## src/rtl/multicycle_ctrl_if.sv

```systemverilog
// multicycle_ctrl_if: groups the decode inputs, memory handshake and datapath controls of the sequencer.
// Latency: none, wiring only.
// Backpressure: mem_ready_i is the only stall input; the controller holds its requests until it is seen.
interface multicycle_ctrl_if;
    logic [5:0]  opcode_i;
    logic [5:0]  funct_i;
    logic        zero_i;
    logic        mem_ready_i;
    logic        pc_write_o;
    logic        ir_write_o;
    logic        i_or_d_o;
    logic        mem_read_o;
    logic        mem_write_o;
    logic        mem_to_reg_o;
    logic [1:0]  reg_dst_o;
    logic        reg_write_o;
    logic        alu_src_a_o;
    logic [1:0]  alu_src_b_o;
    logic [2:0]  alu_op_o;
    logic [1:0]  pc_source_o;
    logic        instr_done_o;
    logic        illegal_o;
    logic [3:0]  state_o;
    logic [31:0] cyc_cnt_o;
    logic [31:0] instr_cnt_o;
    logic [31:0] wait_cnt_o;

    modport master (
        output opcode_i, funct_i, zero_i, mem_ready_i,
        input  pc_write_o, ir_write_o, i_or_d_o, mem_read_o, mem_write_o, mem_to_reg_o,
               reg_dst_o, reg_write_o, alu_src_a_o, alu_src_b_o, alu_op_o, pc_source_o,
               instr_done_o, illegal_o, state_o, cyc_cnt_o, instr_cnt_o, wait_cnt_o
    );

    modport slave (
        input  opcode_i, funct_i, zero_i, mem_ready_i,
        output pc_write_o, ir_write_o, i_or_d_o, mem_read_o, mem_write_o, mem_to_reg_o,
               reg_dst_o, reg_write_o, alu_src_a_o, alu_src_b_o, alu_op_o, pc_source_o,
               instr_done_o, illegal_o, state_o, cyc_cnt_o, instr_cnt_o, wait_cnt_o
    );
endinterface

```

## src/rtl/multicycle_ctrl.sv

```systemverilog
// multicycle_ctrl: multi-cycle MIPS control sequencer; perf counters exist only when MULTICYCLE_CTRL_PERF_EN is defined.
// Latency: 3 (beq/bne/j/jal/jr), 4 (R-type/addi/slti/sw) or 5 (lw) cycles with memory ready.
// Backpressure: FETCH, MEM_RD and MEM_WR hold their requests steady and add one cycle per mem_ready_i=0.
module multicycle_ctrl (
    input  logic             clk_i,
    input  logic             rst_i,
    multicycle_ctrl_if.slave bus
);
    typedef enum logic [3:0] {
        S_FETCH    = 4'd0,
        S_DECODE   = 4'd1,
        S_MEM_ADDR = 4'd2,
        S_MEM_RD   = 4'd3,
        S_MEM_WB   = 4'd4,
        S_MEM_WR   = 4'd5,
        S_R_EXEC   = 4'd6,
        S_R_WB     = 4'd7,
        S_BRANCH   = 4'd8,
        S_JUMP     = 4'd9,
        S_I_EXEC   = 4'd10,
        S_I_WB     = 4'd11,
        S_JR       = 4'd12,
        S_JAL      = 4'd13
    } state_t;

    localparam logic [5:0] OP_RTYPE = 6'h00;
    localparam logic [5:0] OP_J     = 6'h02;
    localparam logic [5:0] OP_JAL   = 6'h03;
    localparam logic [5:0] OP_BEQ   = 6'h04;
    localparam logic [5:0] OP_BNE   = 6'h05;
    localparam logic [5:0] OP_ADDI  = 6'h08;
    localparam logic [5:0] OP_SLTI  = 6'h0A;
    localparam logic [5:0] OP_LW    = 6'h23;
    localparam logic [5:0] OP_SW    = 6'h2B;
    localparam logic [5:0] FN_JR    = 6'h08;

    localparam logic [2:0] ALU_ADD   = 3'd0;
    localparam logic [2:0] ALU_SUB   = 3'd1;
    localparam logic [2:0] ALU_FUNCT = 3'd2;
    localparam logic [2:0] ALU_SLT   = 3'd3;

    state_t      state_q, state_d;
    logic        illegal_q;
    logic        set_illegal;
    logic        pc_write, ir_write, i_or_d, mem_read, mem_write, mem_to_reg;
    logic [1:0]  reg_dst;
    logic        reg_write, alu_src_a;
    logic [1:0]  alu_src_b;
    logic [2:0]  alu_op;
    logic [1:0]  pc_source;
    logic        instr_done;
    logic        mem_wait;

    always_ff @(posedge clk_i) begin
        if (rst_i) begin
            state_q   <= S_FETCH;
            illegal_q <= 1'b0;
        end else begin
            state_q   <= state_d;
            illegal_q <= illegal_q | set_illegal;
        end
    end

    always_comb begin
        state_d     = state_q;
        set_illegal = 1'b0;
        pc_write    = 1'b0;
        ir_write    = 1'b0;
        i_or_d      = 1'b0;
        mem_read    = 1'b0;
        mem_write   = 1'b0;
        mem_to_reg  = 1'b0;
        reg_dst     = 2'd0;
        reg_write   = 1'b0;
        alu_src_a   = 1'b0;
        alu_src_b   = 2'd0;
        alu_op      = ALU_ADD;
        pc_source   = 2'd0;
        instr_done  = 1'b0;
        mem_wait    = 1'b0;

        case (state_q)
            S_FETCH: begin
                mem_read  = 1'b1;
                alu_src_b = 2'd1;
                pc_write  = bus.mem_ready_i;
                ir_write  = bus.mem_ready_i;
                mem_wait  = ~bus.mem_ready_i;
                if (bus.mem_ready_i) state_d = S_DECODE;
            end
            S_DECODE: begin
                // Branch target lands in ALUOut here; jal relies on the PC+4 from FETCH being kept.
                alu_src_b = 2'd3;
                case (bus.opcode_i)
                    OP_RTYPE:      state_d = (bus.funct_i == FN_JR) ? S_JR : S_R_EXEC;
                    OP_LW, OP_SW:  state_d = S_MEM_ADDR;
                    OP_BEQ, OP_BNE: state_d = S_BRANCH;
                    OP_J:          state_d = S_JUMP;
                    OP_JAL:        state_d = S_JAL;
                    OP_ADDI, OP_SLTI: state_d = S_I_EXEC;
                    default: begin
                        state_d     = S_FETCH;
                        set_illegal = 1'b1;
                        instr_done  = 1'b1;
                    end
                endcase
            end
            S_MEM_ADDR: begin
                alu_src_a = 1'b1;
                alu_src_b = 2'd2;
                state_d   = (bus.opcode_i == OP_SW) ? S_MEM_WR : S_MEM_RD;
            end
            S_MEM_RD: begin
                i_or_d   = 1'b1;
                mem_read = 1'b1;
                mem_wait = ~bus.mem_ready_i;
                if (bus.mem_ready_i) state_d = S_MEM_WB;
            end
            S_MEM_WB: begin
                mem_to_reg = 1'b1;
                reg_write  = 1'b1;
                instr_done = 1'b1;
                state_d    = S_FETCH;
            end
            S_MEM_WR: begin
                i_or_d     = 1'b1;
                mem_write  = 1'b1;
                mem_wait   = ~bus.mem_ready_i;
                instr_done = bus.mem_ready_i;
                if (bus.mem_ready_i) state_d = S_FETCH;
            end
            S_R_EXEC: begin
                alu_src_a = 1'b1;
                alu_op    = ALU_FUNCT;
                state_d   = S_R_WB;
            end
            S_R_WB: begin
                reg_dst    = 2'd1;
                reg_write  = 1'b1;
                instr_done = 1'b1;
                state_d    = S_FETCH;
            end
            S_BRANCH: begin
                alu_src_a  = 1'b1;
                alu_op     = ALU_SUB;
                pc_source  = 2'd1;
                pc_write   = (bus.opcode_i == OP_BNE) ? ~bus.zero_i : bus.zero_i;
                instr_done = 1'b1;
                state_d    = S_FETCH;
            end
            S_JUMP: begin
                pc_source  = 2'd2;
                pc_write   = 1'b1;
                instr_done = 1'b1;
                state_d    = S_FETCH;
            end
            S_I_EXEC: begin
                alu_src_a = 1'b1;
                alu_src_b = 2'd2;
                alu_op    = (bus.opcode_i == OP_SLTI) ? ALU_SLT : ALU_ADD;
                state_d   = S_I_WB;
            end
            S_I_WB: begin
                reg_write  = 1'b1;
                instr_done = 1'b1;
                state_d    = S_FETCH;
            end
            S_JR: begin
                alu_src_a  = 1'b1;
                pc_source  = 2'd3;
                pc_write   = 1'b1;
                instr_done = 1'b1;
                state_d    = S_FETCH;
            end
            S_JAL: begin
                reg_dst    = 2'd2;
                reg_write  = 1'b1;
                pc_source  = 2'd2;
                pc_write   = 1'b1;
                instr_done = 1'b1;
                state_d    = S_FETCH;
            end
            default: state_d = S_FETCH;
        endcase

        // Reset silences every control line regardless of the state still held in the register.
        if (rst_i) begin
            set_illegal = 1'b0;
            pc_write    = 1'b0;
            ir_write    = 1'b0;
            i_or_d      = 1'b0;
            mem_read    = 1'b0;
            mem_write   = 1'b0;
            mem_to_reg  = 1'b0;
            reg_dst     = 2'd0;
            reg_write   = 1'b0;
            alu_src_a   = 1'b0;
            alu_src_b   = 2'd0;
            alu_op      = ALU_ADD;
            pc_source   = 2'd0;
            instr_done  = 1'b0;
            mem_wait    = 1'b0;
        end
    end

    assign bus.pc_write_o   = pc_write;
    assign bus.ir_write_o   = ir_write;
    assign bus.i_or_d_o     = i_or_d;
    assign bus.mem_read_o   = mem_read;
    assign bus.mem_write_o  = mem_write;
    assign bus.mem_to_reg_o = mem_to_reg;
    assign bus.reg_dst_o    = reg_dst;
    assign bus.reg_write_o  = reg_write;
    assign bus.alu_src_a_o  = alu_src_a;
    assign bus.alu_src_b_o  = alu_src_b;
    assign bus.alu_op_o     = alu_op;
    assign bus.pc_source_o  = pc_source;
    assign bus.instr_done_o = instr_done;
    assign bus.illegal_o    = illegal_q;
    assign bus.state_o      = state_q;

`ifdef MULTICYCLE_CTRL_PERF_EN
    logic [31:0] cyc_cnt_q, instr_cnt_q, wait_cnt_q;

    always_ff @(posedge clk_i) begin
        if (rst_i) begin
            cyc_cnt_q   <= 32'd0;
            instr_cnt_q <= 32'd0;
            wait_cnt_q  <= 32'd0;
        end else begin
            cyc_cnt_q <= cyc_cnt_q + 32'd1;
            if (instr_done) instr_cnt_q <= instr_cnt_q + 32'd1;
            if (mem_wait)   wait_cnt_q  <= wait_cnt_q + 32'd1;
        end
    end

    assign bus.cyc_cnt_o   = cyc_cnt_q;
    assign bus.instr_cnt_o = instr_cnt_q;
    assign bus.wait_cnt_o  = wait_cnt_q;
`else
    logic unused_mem_wait;
    assign unused_mem_wait = mem_wait;
    assign bus.cyc_cnt_o   = 32'd0;
    assign bus.instr_cnt_o = 32'd0;
    assign bus.wait_cnt_o  = 32'd0;
`endif
endmodule

```

## src/flat_wrapper.sv

```systemverilog
// flat-port wrapper written by rule: the top's interface ports become plain ports
module multicycle_ctrl_flat 
  (clk_i, rst_i, bus_opcode_i, bus_funct_i, bus_zero_i, bus_mem_ready_i, bus_pc_write_o, bus_ir_write_o, bus_i_or_d_o, bus_mem_read_o, bus_mem_write_o, bus_mem_to_reg_o, bus_reg_dst_o, bus_reg_write_o, bus_alu_src_a_o, bus_alu_src_b_o, bus_alu_op_o, bus_pc_source_o, bus_instr_done_o, bus_illegal_o, bus_state_o, bus_cyc_cnt_o, bus_instr_cnt_o, bus_wait_cnt_o);
  multicycle_ctrl_if bus_i ();
  input  logic clk_i;
  input  logic rst_i;
  input wire logic [$bits(bus_i.opcode_i)-1:0] bus_opcode_i;
  input wire logic [$bits(bus_i.funct_i)-1:0] bus_funct_i;
  input wire logic [$bits(bus_i.zero_i)-1:0] bus_zero_i;
  input wire logic [$bits(bus_i.mem_ready_i)-1:0] bus_mem_ready_i;
  output wire logic [$bits(bus_i.pc_write_o)-1:0] bus_pc_write_o;
  output wire logic [$bits(bus_i.ir_write_o)-1:0] bus_ir_write_o;
  output wire logic [$bits(bus_i.i_or_d_o)-1:0] bus_i_or_d_o;
  output wire logic [$bits(bus_i.mem_read_o)-1:0] bus_mem_read_o;
  output wire logic [$bits(bus_i.mem_write_o)-1:0] bus_mem_write_o;
  output wire logic [$bits(bus_i.mem_to_reg_o)-1:0] bus_mem_to_reg_o;
  output wire logic [$bits(bus_i.reg_dst_o)-1:0] bus_reg_dst_o;
  output wire logic [$bits(bus_i.reg_write_o)-1:0] bus_reg_write_o;
  output wire logic [$bits(bus_i.alu_src_a_o)-1:0] bus_alu_src_a_o;
  output wire logic [$bits(bus_i.alu_src_b_o)-1:0] bus_alu_src_b_o;
  output wire logic [$bits(bus_i.alu_op_o)-1:0] bus_alu_op_o;
  output wire logic [$bits(bus_i.pc_source_o)-1:0] bus_pc_source_o;
  output wire logic [$bits(bus_i.instr_done_o)-1:0] bus_instr_done_o;
  output wire logic [$bits(bus_i.illegal_o)-1:0] bus_illegal_o;
  output wire logic [$bits(bus_i.state_o)-1:0] bus_state_o;
  output wire logic [$bits(bus_i.cyc_cnt_o)-1:0] bus_cyc_cnt_o;
  output wire logic [$bits(bus_i.instr_cnt_o)-1:0] bus_instr_cnt_o;
  output wire logic [$bits(bus_i.wait_cnt_o)-1:0] bus_wait_cnt_o;
  assign bus_i.opcode_i = bus_opcode_i;
  assign bus_i.funct_i = bus_funct_i;
  assign bus_i.zero_i = bus_zero_i;
  assign bus_i.mem_ready_i = bus_mem_ready_i;
  assign bus_pc_write_o = bus_i.pc_write_o;
  assign bus_ir_write_o = bus_i.ir_write_o;
  assign bus_i_or_d_o = bus_i.i_or_d_o;
  assign bus_mem_read_o = bus_i.mem_read_o;
  assign bus_mem_write_o = bus_i.mem_write_o;
  assign bus_mem_to_reg_o = bus_i.mem_to_reg_o;
  assign bus_reg_dst_o = bus_i.reg_dst_o;
  assign bus_reg_write_o = bus_i.reg_write_o;
  assign bus_alu_src_a_o = bus_i.alu_src_a_o;
  assign bus_alu_src_b_o = bus_i.alu_src_b_o;
  assign bus_alu_op_o = bus_i.alu_op_o;
  assign bus_pc_source_o = bus_i.pc_source_o;
  assign bus_instr_done_o = bus_i.instr_done_o;
  assign bus_illegal_o = bus_i.illegal_o;
  assign bus_state_o = bus_i.state_o;
  assign bus_cyc_cnt_o = bus_i.cyc_cnt_o;
  assign bus_instr_cnt_o = bus_i.instr_cnt_o;
  assign bus_wait_cnt_o = bus_i.wait_cnt_o;
  multicycle_ctrl u_core (.clk_i(clk_i), .rst_i(rst_i), .bus(bus_i));
endmodule
```

## config.mk

```make
export PLATFORM = sky130hd
export DESIGN_NAME = multicycle_ctrl_flat
export DESIGN_NICKNAME = d
export VERILOG_FILES = /design/src/rtl/multicycle_ctrl_if.sv /design/src/rtl/multicycle_ctrl.sv /design/src/flat_wrapper.sv
export SDC_FILE = /design/constraint.sdc
export NUM_CORES = 1
export LEC_CHECK = 0
export CAP_MARGIN = 40
export CORE_MARGIN = 2
export CORE_UTILIZATION = 29
export DETAILED_ROUTE_END_ITERATION = 8
export PLACE_DENSITY = 0.79
export SETUP_SLACK_MARGIN = 0.5
export SYNTH_ARGS = -nofsm -noshare
export SYNTH_HDL_FRONTEND = slang
export SYNTH_SLANG_ARGS = --single-unit
```

## constraint.sdc

```tcl
create_clock -name clk_i -period 1.47 [get_ports clk_i]
set_input_delay 0.294 -clock clk_i [delete_from_list [all_inputs] [get_ports clk_i]]
set_output_delay 0.294 -clock clk_i [all_outputs]
set_load 0.05 [all_outputs]
```

# After elaboration in Yosys (flattened, before gate mapping)
# Cells that the tools add are included.
# word_totals
register_bits	5
elab_cells	82
out_inout_bits	119
input_bits	16
# classes
reduce_logical	15
n_bitwise	2
n_eq_ne	25
n_mux	38
# op_table
op	count
$pmux 4 s7	1
$eq 4x4->1 const B	6
$pmux 4 s6	1
$mux 1	20
$eq 6x4->1 const B	3
$eq 4x3->1 const B	4
$mux 4	4
$reduce_or 2->1	7
$eq 6x2->1 const B	2
$eq 6x3->1 const B	2
$eq 6x6->1 const B	2
$pmux 2 s3	2
$pmux 3 s3	1
$reduce_or 9->1	1
$eq 4x2->1 const B	2
$mux 2	4
$reduce_or 7->1	1
$logic_not 6->1	1
$mux 3	2
$ne 2x2->1 const B	3
$pmux 1 s3	2
$reduce_or 5->1	1
$eq 4x1->1 const B	1
$logic_not 4->1	1
6 further kinds	6

# Logic depth before layout (Yosys ltp)
# logic_depth
word_depth	6
mapped_depth	6
mapped_depth_nobuf	4

# Least setup slack after synthesis
# OpenSTA, ideal clock, no wires.
# synth_timing
path_kind	reg-to-output
from	register u_core.state_q[2] (netlist: u_core.bus.state_o[2])
to	output port bus_ir_write_o
t_arrival_ns	3.661
path_stages_with_launch	5
setup_slack_ns	-2.485
required_ns	1.176
cell_sequence	dfxtp_1 > buf_6 > buf_2 > nor4_1 > nor3b_1
# synth_between
elab_chain_len	3
# synth_rtl
element	line	rtl
start, declared	multicycle_ctrl.sv:42	state_t state_q, state_d;
start signal, assigned	multicycle_ctrl.sv:59	state_q <= state_d;
$logic_not 4->1	multicycle_ctrl.sv:82	case (state_q)
$mux 1	multicycle_ctrl.sv:82	
$mux 1	multicycle_ctrl.sv:187	if (rst_i) begin
end, declared	flat_wrapper.sv:12	output wire logic [$bits(bus_i.ir_write_o)-1:0] bus_ir_write_o;
# No other way between the ends.

# Worst setup path in the final report
# layout_timing
from	register u_core.state_q[3] (netlist: u_core.bus.state_o[3])
to	output port bus_instr_done_o
# layout_between
elab_chain_len	4
# layout_rtl
element	line	rtl
$eq 4x3->1 / $eq 4x4->1 (equally long branches)	multicycle_ctrl.sv:82	
$reduce_or 7->1 (no line)	n/a	
$pmux 1 s3 *	multicycle_ctrl.sv:82	
$mux 1 *	multicycle_ctrl.sv:187	
end, declared	flat_wrapper.sv:23	output wire logic [$bits(bus_i.instr_done_o)-1:0] bus_instr_done_o;
# Mark *: on every way between the ends. The rest lies on a longest branch, timed or not.

==> flow_summary.ini <==
[critical_path]
crit_slowest_cell = or3_4
ff2ff_setup_slack_ns = -0.18
crit_path_start = u_core.bus.state_o[3]
reg2reg_depth = 8
slowest_delay_ns = 0.41
path_cells = or2_4, or3_4, o21ai_4, buf_12
crit_required_ns = 1.18
worstSetupStartpointType = flip-flop
crit_family = simple AND/OR/NAND/NOR gates
worst-path-buf-inv = 1
crit_type = reg -> out
worstPathMaxFanout = 5
endpoint_kind = output pin
reg2reg_from = u_core.bus.state_o[1]
r2r_end = u_core.bus.state_o[2]
cp.arrival_ns = 1.53

[die]
die_y_um = 76.0
rows = 26
core_um2 = 5040
die_w_um = 76.0
io_pins = 135
initial_utilization_pct = 29.8
die_area_um2 = 5770

[timing]
skew_ns = 0.00244
fin_crit_sh_pct = 124
finalSetupViolCount = 20
fin_crit_ns = 1.82
holdWs_ns = 0.505
fin_tns_setup_ns = -4.05
final_hold_viol_count = 0
max_freq_ghz = 0.548
fin_ws_ns = -0.353
slew_violations = 0
rsz0062_at_grt = yes

[global_routing]
grt_antenna_before_repair = 0
grt_pass1_wl_um = 6930
grt_max_degree = 13
grt-ovfl-total = 0
first_global_vias = 1428
track_usage_pct = 14.5

[synthesis]
ys.warnings.count = 0
postSynth.asyncResetShare_pct = 0
ys_seq_area_share_pct = 6.66
synth_seq_cells = 5
syn-cell-area_um2 = 1500
ys.flop_type = dfxtp_1
netlist_instances = 209
synthDistinctLibCells = 44
synth_area_per_cell_um2 = 7.19
synth_edf_count = 0

[power]
power_frac_seq_pct = 9.1
combPwrFrac_pct = 75.7
report.power.total_mw = 1.74
netSwitchingFraction_pct = 57.7
pwr-share-clk_pct = 15.2
worst_ir_drop_vdd_uv = 314
power_density_nw_per_um2 = 603
power.switching_mw = 1.00
leakage_nw = 1.30
p_int_uw = 735

[run_status]
violations = negative setup slack
status = finished with violations

[placed_design]
port_buffers = 37
dp_hpwl_um = 3180
place_inst = 351
globalplace.congestion = 0.824

[hold_path]
hold_start = u_core.bus.illegal_o
worstHoldPathType = reg -> reg
min_to = u_core.bus.illegal_o
hold_depth = 2

[clock_network]
clk_pin_slew_ns = 0.03
ctsHoldBuffers = 0
numCtsBuffers = 3
cts.sinks = 5
clkLatencyLatePin_ns = 0.23
htree_levels = 1
root_buffer = clkbuf_8
clockBufferDepth = 2
cts_tree = done

[layout]
area_growth_pct = 91.8
post-route-util_pct = 57.2
seqCellArea_um2 = 116
drive_above_1_share_pct = 50.3
fill_cells = 433
stdcell_count = 380
nets = 327
multi_input_area_um2 = 1350
n_antenna_cell = 0

[route]
avgRoutedWirePerCell_um = 11.9
routed_wl_um = 4530
viasPerCell = 4.06
remaining_drc_errors = 0
drt-initial-drc-count = 52
firstDrtPassIters = 4
num_vias = 1541
ant_nets = 0

[job]
cap_violations = 0
## synthesized netlist by cell type (all sizes together), types with 2 or more instances
cell type,number,area (um^2)
buf,106,781
nor2,10,37.5
a21oi,9,45.0
nor3,9,45.0
nand2,7,26.3
nand2b,6,37.5
nor4,6,50.0
dfxtp,5,100
a31oi,4,25.0
inv,4,15.0
nor2b,4,25.0
o21ai,4,20.0
nand3,3,15.0
nand4,3,18.8
a211o,2,17.5
a22o,2,17.5
nor4b,2,23.8
o22ai,2,12.5
xnor2,2,17.5
## logic make-up after synthesis
family,Yosys count,share of synthesized area (%)
AOI/OAI and AO/OA,29,13.3
xor gates and xnor gates,3,1.75
buffers and inverters,111,53.2
DFF,5,6.66
muxes,1,0.666
other,1,0.250
and+or+nand+nor,59,24.1
## what timing repair did
item / CTS / global route
setup buffers: 19 / 5
setup endpoints to repair: 27 / 27
pin swaps: 29 / 12
resized for setup: 80 / 12
gates cloned: 1 / 0
## routing by layer
metal	track usage, %	wire length [um]	vias to the layer above
li1	-	-	724
met3	2.25	345	5
met4	3.09	34	0
met2	28.5	2540	90
met5	0	0	-
met1	16.2	1610	722
## power by group through the flow
stage                     Combinational [mW]  Clock (mW)  Sequential [mW]
final                                   1.32       0.264            0.158
after global placement                  1.16           0            0.158
after detailed placement                1.17           0            0.158
after CTS                               1.27       0.271            0.158
after floorplan                         1.04           0            0.191
after global routing                    1.36       0.287            0.159
## stage by stage
stage	instance area (um^2)	worst slack, ns
5_1_grt	2880	-0.387
4_1_cts	2780	-0.382
3_5_place_dp	2360	-0.783
3_3_place_gp	2360	-0.709
2_1_floorplan	2140	-0.789
6_report	2880	-0.353
## sequential cells by signal, summed over array words and instances, names as in the netlist
register,flops
u_core.bus.state_o,4
u_core.bus.illegal_o,1
## layout make-up
| class | instances | share of cell area (%) |
|---|---|---|
| Clock buffer | 4 | 1.56 |
| Inverter | 4 | 0.521 |
| Timing Repair Buffer | 108 | 43.9 |
| Tap cell | 70 | 3.04 |
| Sequential cell | 5 | 4.04 |
| Multi-Input combinational cell | 189 | 46.9 |
## worst max-delay path by stage
| stage | slack, ns | endpoint | depth (start not counted) |
|---|---|---|---|
| after floorplan | -0.79 | bus_ir_write_o | 4 |
| after global placement | -0.71 | bus_pc_write_o | 6 |
| after detailed placement | -0.78 | bus_pc_write_o | 6 |
| after CTS | -0.38 | bus_instr_done_o | 4 |
| after global routing | -0.39 | bus_instr_done_o | 4 |
| final | -0.35 | bus_instr_done_o | 4 |
## tightest hold or removal path, cell delays in order (launching register included)
cell	delay [ns]
dfxtp_2	0.32
inv_1	0.06
o22ai_1	0.07
## placed cells by master, fill, tap and decap left out, types with 3 or more instances in the layout
cell type        Yosys  routed
a21oi_1              9       5
a21oi_2              0       3
buf_12               0      26
buf_2                6       4
buf_4               98      44
buf_6                1      21
buf_8                0       3
clkbuf_8             0       3
clkdlybuf4s50_1      0       6
conb_1               1      97
dfxtp_4              0       4
dlygate4sd2_1        0       3
inv_1                4       4
nand2_1              7       6
nand2b_1             6       4
nand4_1              3       3
nor2_1              10       3
nor2_2               0       3
nor2_4               0       4
nor3_4               0       6
nor4_4               0       6
o21ai_0              3       3
Power figures use the tool's default switching activity.
